===== config.mk =====
export PLATFORM = sky130hd
export DESIGN_NAME = boxcar_trigger_flat
export DESIGN_NICKNAME = d
export VERILOG_FILES = /design/src/rtl/boxcar_trigger_if.sv /design/src/rtl/boxcar_trigger.sv /design/src/flat_wrapper.sv
export SDC_FILE = /design/constraint.sdc
export NUM_CORES = 1
export LEC_CHECK = 0
export CAP_MARGIN = 0
export CORE_MARGIN = 4
export CORE_UTILIZATION = 53
export DETAILED_ROUTE_END_ITERATION = 10
export PLACE_DENSITY = 0.81
export RECOVER_POWER = 100
export REMOVE_ABC_BUFFERS = 1
export SLEW_MARGIN = 20
export SYNTH_ARGS = -nofsm -noshare
export SYNTH_HDL_FRONTEND = slang
export SYNTH_SLANG_ARGS = --single-unit

===== constraint.sdc =====
create_clock -name clk -period 8.7 [get_ports clk]
set_input_delay 2.175 -clock clk [delete_from_list [all_inputs] [get_ports clk]]
set_output_delay 2.175 -clock clk [all_outputs]
set_load 0.05 [all_outputs]

===== src/rtl/boxcar_trigger_if.sv =====
// rtl/boxcar_trigger_if.sv - sample stream from the delay line into the boxcar discriminator
interface boxcar_trigger_if #(
    parameter int P_NBITS_DATA = 14
);
    logic                    in_valid;
    logic [P_NBITS_DATA-1:0] qo;
    logic [P_NBITS_DATA-1:0] qn;

    modport master (output in_valid, qo, qn);
    modport slave  (input  in_valid, qo, qn);
endinterface


===== src/rtl/boxcar_trigger.sv =====
// rtl/boxcar_trigger.sv - running-sum window discriminator with holdoff and re-arm
module boxcar_trigger #(
    parameter int P_NBITS_DATA = 14,
    parameter int P_NBITS_ADDR = 8,
    parameter int P_NBITS_SUM  = P_NBITS_DATA + P_NBITS_ADDR,
    parameter int P_NBITS_HOLD = 16
) (
    input  logic                    clk,
    input  logic                    rst_n,
    input  logic                    en,
    input  logic                    flush,
    boxcar_trigger_if.slave         smp,
    input  logic [P_NBITS_SUM-1:0]  thresh,
    input  logic [P_NBITS_HOLD-1:0] holdoff,
    output logic [P_NBITS_SUM-1:0]  sum,
    output logic                    sum_valid,
    output logic                    trig,
    output logic [15:0]             trig_cnt,
    output logic                    err
);
    localparam int W = P_NBITS_SUM + 2;

    localparam logic [1:0] S_IDLE     = 2'd0;
    localparam logic [1:0] S_WAIT_LOW = 2'd1;
    localparam logic [1:0] S_ARMED    = 2'd2;
    localparam logic [1:0] S_HOLDOFF  = 2'd3;

    localparam logic [W-1:0]            SUM_MAX  = {2'b00, {P_NBITS_SUM{1'b1}}};
    localparam logic [P_NBITS_HOLD-1:0] HOLD_ONE = {{(P_NBITS_HOLD-1){1'b0}}, 1'b1};

    logic [1:0]              state;
    logic [P_NBITS_HOLD-1:0] hold_cnt;
    logic                    accept;
    logic signed [W-1:0]     nxt_raw;
    logic [P_NBITS_SUM-1:0]  nxt;
    logic                    sat;

    assign accept = smp.in_valid & ~flush;

    // Two guard bits: one for the sign of a net decrease, one for carry past max.
    always_comb begin
        nxt_raw = $signed({2'b00, sum})
                + $signed({{(W-P_NBITS_DATA){1'b0}}, smp.qo})
                - $signed({{(W-P_NBITS_DATA){1'b0}}, smp.qn});
        sat = 1'b0;
        nxt = nxt_raw[P_NBITS_SUM-1:0];
        if (nxt_raw[W-1]) begin
            sat = 1'b1;
            nxt = '0;
        end else if (nxt_raw > $signed(SUM_MAX)) begin
            sat = 1'b1;
            nxt = {P_NBITS_SUM{1'b1}};
        end
    end

    always_ff @(posedge clk or negedge rst_n) begin
        if (!rst_n) begin
            sum       <= '0;
            sum_valid <= 1'b0;
            trig      <= 1'b0;
            trig_cnt  <= '0;
            err       <= 1'b0;
            state     <= S_IDLE;
            hold_cnt  <= '0;
        end else if (flush) begin
            sum       <= '0;
            sum_valid <= 1'b0;
            trig      <= 1'b0;
            hold_cnt  <= '0;
            state     <= en ? S_WAIT_LOW : S_IDLE;
        end else begin
            sum_valid <= accept;
            trig      <= 1'b0;
            if (accept) begin
                sum <= nxt;
                if (sat) err <= 1'b1;
            end
            if (!en) begin
                state    <= S_IDLE;
                hold_cnt <= '0;
            end else begin
                case (state)
                    S_IDLE: state <= S_WAIT_LOW;
                    S_WAIT_LOW: begin
                        if (accept && nxt < thresh) state <= S_ARMED;
                    end
                    S_ARMED: begin
                        if (accept && nxt >= thresh) begin
                            trig     <= 1'b1;
                            trig_cnt <= trig_cnt + 16'd1;
                            if (holdoff == '0) begin
                                state <= S_WAIT_LOW;
                            end else begin
                                hold_cnt <= holdoff;
                                state    <= S_HOLDOFF;
                            end
                        end
                    end
                    default: begin
                        // Holdoff length counts accepted samples, not clock cycles.
                        if (accept) begin
                            if (hold_cnt <= HOLD_ONE) begin
                                hold_cnt <= '0;
                                state    <= S_WAIT_LOW;
                            end else begin
                                hold_cnt <= hold_cnt - HOLD_ONE;
                            end
                        end
                    end
                endcase
            end
        end
    end
endmodule


===== src/flat_wrapper.sv =====
// flat-port wrapper written by rule: the top's interface ports become plain ports
module boxcar_trigger_flat 
#(
    parameter int P_NBITS_DATA = 14,
    parameter int P_NBITS_ADDR = 8,
    parameter int P_NBITS_SUM  = P_NBITS_DATA + P_NBITS_ADDR,
    parameter int P_NBITS_HOLD = 16
)
  (clk, rst_n, en, flush, thresh, holdoff, sum, sum_valid, trig, trig_cnt, err, smp_in_valid, smp_qo, smp_qn);
  boxcar_trigger_if #(.P_NBITS_DATA(P_NBITS_DATA)) smp_i ();
  input  logic clk;
  input  logic rst_n;
  input  logic en;
  input  logic flush;
  input  logic [P_NBITS_SUM-1:0] thresh;
  input  logic [P_NBITS_HOLD-1:0] holdoff;
  output logic [P_NBITS_SUM-1:0] sum;
  output logic sum_valid;
  output logic trig;
  output logic [15:0] trig_cnt;
  output logic err;
  input wire logic [$bits(smp_i.in_valid)-1:0] smp_in_valid;
  input wire logic [$bits(smp_i.qo)-1:0] smp_qo;
  input wire logic [$bits(smp_i.qn)-1:0] smp_qn;
  assign smp_i.in_valid = smp_in_valid;
  assign smp_i.qo = smp_qo;
  assign smp_i.qn = smp_qn;
  boxcar_trigger #(.P_NBITS_DATA(P_NBITS_DATA), .P_NBITS_ADDR(P_NBITS_ADDR), .P_NBITS_SUM(P_NBITS_SUM), .P_NBITS_HOLD(P_NBITS_HOLD)) u_core (.clk(clk), .rst_n(rst_n), .en(en), .flush(flush), .smp(smp_i), .thresh(thresh), .holdoff(holdoff), .sum(sum), .sum_valid(sum_valid), .trig(trig), .trig_cnt(trig_cnt), .err(err));
endmodule

==> metrics list <==
* Fraction of post-synthesis cell area in the top cell type by area: roughly a quarter
- Global routing used 24.52% of the available tracks across all layers.
- The largest single stage delay on the critical path is ~460 ps.
- Along the worst path, the maximum fanout reaches 24.
- In this run the core area contains 37 standard-cell rows.
- The analysis attributes to cell leakage a power of approximately 3.3 nW.
- Max-Cap Viols: 1
- The final reports fail on max-capacitance violations, max-slew violations.
* Worst endpoint required time: 8910 ps
- Fraction of registers with async set/reset: 100.0%
* Post-synthesis area per instance: 8.208 sq um
- Buffers inserted to repair hold after CTS numbered 0.
- Die X-Extent: 111.2 microns
- Startpoint type of the worst setup path: input port
- The cell that appears most often on the critical path is sky130_fd_sc_hd__ha_1.
- Counting instances, the worst hold path has a depth of 1.
* Max-slew violation count: 60
* Final count of hold timing violations: 0
* Most instantiated flip-flop cell in the synthesis netlist: sky130_fd_sc_hd__dfrtp_1
- Pin count of the biggest net entering global routing: 60
- Chip height: 111.2 microns
- In this run the count of I/O pins placed on the die edge is ~110.
- Summed over all nets, the half-perimeter wirelength after detailed placement is ~12,000 microns.
- Wires add up to 15,450 microns.
* Remaining Overflow, GRT: 0
* Minimum setup slack after placement: -66.97 ps
- IR analysis of the VDD net gives a maximum drop of 0.2312 mV.
- In this run the standard cell core region covers 10,320 sq um.
* Most common cell after layout, fill and taps aside: sky130_fd_sc_hd__clkdlybuf4s50_1
- Final Core Density: slightly below 70%
* I/O Buffers: 111
* Power share of the sequential group: between 10% and 20%
* TritonCTS clock tree: yes
* Latest clock arrival within the worst-skew pair: 330 ps
* Clock network power share: 7.4%
* Synthesized area: 5639 sq um
- Outcome: finished with violations
- sky130_fd_sc_hd__dfrtp_1 takes more of the synthesized area than any other cell.
- The share of total power dissipated in combinational logic is approximately 80%.
* Global-route wire length before repair: 25,700 microns
* Total die area: 12,350 sq um
* Post-synthesis to final-layout area growth: 27.20%
* Class of the most critical setup path: in -> reg
- Critical Path Slowest Stage Cell: sky130_fd_sc_hd__clkdlybuf4s50_1
- The final route contains 5,688 vias.
- The clock tree synthesis step divided the H-tree into 3 levels.
* Seq/Total Area, Yosys: between 20% and 30%
- Remaining max-slew budget at the tightest pin: -107.2%
- Fraction of layout instances using a drive strength above 1: approximately 8%
- Peak clock frequency supported by timing: approximately 0.12 GHz
- Via count of the first global-routing pass: 5,569
- After synthesis the netlist holds a flip-flop and latch count of 59.
* Average wire length per cell after detail routing: 16.35 microns
* Number of warning messages in the yosys log: 0
* Clock Tree Root: sky130_fd_sc_hd__clkbuf_8
- For the worst setup path, the data arrival time is 8560 ps.
* Initial antenna violation count: 0
- Residual DRC: 0
* Total of endpoints with negative setup slack in the final report: 0
* Final Worst Setup Slack: between 300 and 400 ps
- Maximum buffer depth of the clock tree: 2
- 0 antenna diodes ended up in the layout.
- DP Cell Count: 928
- Min-delay src: u_core.trig_cnt[15]
- The most critical setup path has its startpoint at smp_qo[0].
* Cell internal pwr: 1.581 mW
- Post-synthesis cell type count: 71
- Most used cells in the layout excluding fill and tap cells: 68 x sky130_fd_sc_hd__clkdlybuf4s50_1, 65 x sky130_fd_sc_hd__inv_1, 59 x sky130_fd_sc_hd__dfrtp_1, 57 x sky130_fd_sc_hd__ha_1, 55 x sky130_fd_sc_hd__nor2_1
- The pre-antenna-repair detailed-routing pass consisted of 6 iterations.
- Power dissipated by switching net loads: 1.806 mW
- By area the synthesized netlist is led by sky130_fd_sc_hd__dfrtp_1 26%, sky130_fd_sc_hd__ha_1 13%, sky130_fd_sc_hd__xnor2_1 5.3%.
- Setup TNS: 0 ps
* Drt first-iter violations: 343
- For this design the ratio of total power to cell area is approximately 470 nW/um^2.
* Endpoint kind of the worst setup timing path: register
* Measured slew at the worst slew-check pin: 3107 ps
- Fraction of power spent switching nets: 53.32%
- Final hold slack: 465.4 ps
- Antenna-violating nets left: 0
* Depth of the worst register-to-register path: 30
- Weighted congestion reported at the end of routability-driven placement: 0.9871
- For this configuration, the core starts out at a cell density of a little over half.
* Number of nets in the layout: 934
- Number of enable flip-flop cells after synthesis: 0
- Post-route minimum period: around 8400 ps
- The tree built by TritonCTS fans out to 59 sinks.
- Clock skew on the completed layout was measured at 5.467 ps.
- In this run the worst hold path is classified as reg -> reg.
* R2R Path Start: u_core.sum[0]
- In the finished design, the share of the clock period the worst path needs comes to 95.98%.
* Total clock buffers created by CTS: 9
- Synthesis produced a netlist whose cell count is 687.
- Mean number of vias per cell: around 6
- Excluding fillers, the count of instances in the completed layout stands at between 900 and 1,000.
- Clock-pin transition on the worst setup and hold timing paths: 70 ps
-- cell usage after synthesis, types with 3 or more instances --
library cell,n
sky130_fd_sc_hd__inv_1,65
sky130_fd_sc_hd__dfrtp_1,59
sky130_fd_sc_hd__ha_1,57
sky130_fd_sc_hd__nor2_1,55
sky130_fd_sc_hd__a21oi_1,54
sky130_fd_sc_hd__nand2_1,44
sky130_fd_sc_hd__xnor2_1,34
sky130_fd_sc_hd__o21ai_0,28
sky130_fd_sc_hd__nor3_1,21
sky130_fd_sc_hd__nand3_1,19
sky130_fd_sc_hd__o21ai_1,17
sky130_fd_sc_hd__clkbuf_1,14
sky130_fd_sc_hd__xor2_1,14
sky130_fd_sc_hd__a21o_1,13
sky130_fd_sc_hd__nand4_1,12
sky130_fd_sc_hd__nor3_2,11
sky130_fd_sc_hd__nor4_1,11
sky130_fd_sc_hd__o211ai_1,11
sky130_fd_sc_hd__a211oi_1,9
sky130_fd_sc_hd__a22oi_1,9
sky130_fd_sc_hd__nand2b_1,9
sky130_fd_sc_hd__and3_1,8
sky130_fd_sc_hd__a31oi_1,7
sky130_fd_sc_hd__and2_1,6
sky130_fd_sc_hd__buf_2,6
sky130_fd_sc_hd__nor2b_1,6
sky130_fd_sc_hd__o22ai_1,6
sky130_fd_sc_hd__o31ai_1,6
sky130_fd_sc_hd__o21a_1,5
sky130_fd_sc_hd__a31o_2,4
sky130_fd_sc_hd__a32oi_1,4
sky130_fd_sc_hd__mux2i_1,4
sky130_fd_sc_hd__o21bai_1,4
sky130_fd_sc_hd__or2_2,4
sky130_fd_sc_hd__and4_1,3
sky130_fd_sc_hd__o2bb2a_1,3
-- metrics by stage --
| stage | cell area [sq um] | power [mW] |
|---|---|---|
| after floorplan | 5534 | 2.408 |
| after global placement | 6955 | 2.981 |
| after detailed placement | 6955 | 3.075 |
| after CTS | 7149 | 3.367 |
| after global routing | 7173 | 3.708 |
| final | 7173 | 3.387 |
-- flip-flops by register name (all words and copies together) (netlist names) --
register,flops
u_core.err,1
u_core.state,2
u_core.sum_valid,1
u_core.trig_cnt,16
u_core.hold_cnt,16
u_core.sum,22
u_core.trig,1
-- routing by layer --
| layer | track usage (%) | part of all wire, % | vias to the layer above |
|---|---|---|---|
| li1 | - | - | 2737 |
| met4 | 9.002 | 2.5 | 0 |
| met3 | 3.439 | 6.3 | 32 |
| met2 | 41.91 | 49 | 220 |
| met5 | 0 | 0 | - |
| met1 | 31.60 | 43 | 2699 |
-- repair_timing --
item,CTS,global route
setup buffers,0,1
hold endpoints to repair,0,0
endpoints found under the setup margin,0,14
gates resized for setup,0,5
-- layout make-up --
class / instances / area [sq um]
timing repair buffer: 128 / 1255
clock inverter: 5 / 52.55
inverter: 66 / 247.7
fill: 839 / 3151
clock buffer: 11 / 141.4
multi-input combinational: 540 / 3830
sequential: 59 / 1476
tap: 136 / 170.2
-- power by group through the flow --
stage	Combinational, mW	Clock [mW]	Sequential, mW
after floorplan	1.84	0	0.564
after global placement	2.56	0	0.416
after detailed placement	2.65	0	0.420
after CTS	2.70	0.255	0.415
after global routing	3.02	0.265	0.425
final	2.72	0.252	0.416
-- worst max-delay path, delay by kind of cell --
family                   cells  cell delay, ps
adder cells (fa/ha/maj)      4            1080
AND/OR/NAND/NOR              7            1480
XOR/XNOR                     1             120
AO/OA/AOI/OAI               15            2730
buffers and inverters        4             950
-- path summary, 6_finish.rpt --
kind                                            end  slack, ps
worst min register to register  u_core.trig_cnt[15]        470
min in group asynchronous            u_core.sum[16]       2960
worst min-delay path            u_core.trig_cnt[15]        470
worst max-delay path            u_core.hold_cnt[12]        350
max in group asynchronous       u_core.hold_cnt[10]       3980
worst max register to register  u_core.hold_cnt[12]       2250
-- kinds of logic (layout without fill, tap and decap cells) --
group	after synthesis	count (layout)	synth area share, %
adders and majority gates	59	59	13.36
and+or+nand+nor	217	217	20.10
buffers and inverters	88	210	6.257
DFF	59	59	26.18
muxes	6	6	1.109
AOI/OAI and AO/OA	210	210	25.54
xor gates and xnor gates	48	48	7.455
Note: power is estimated with default switching activity, not from simulation.
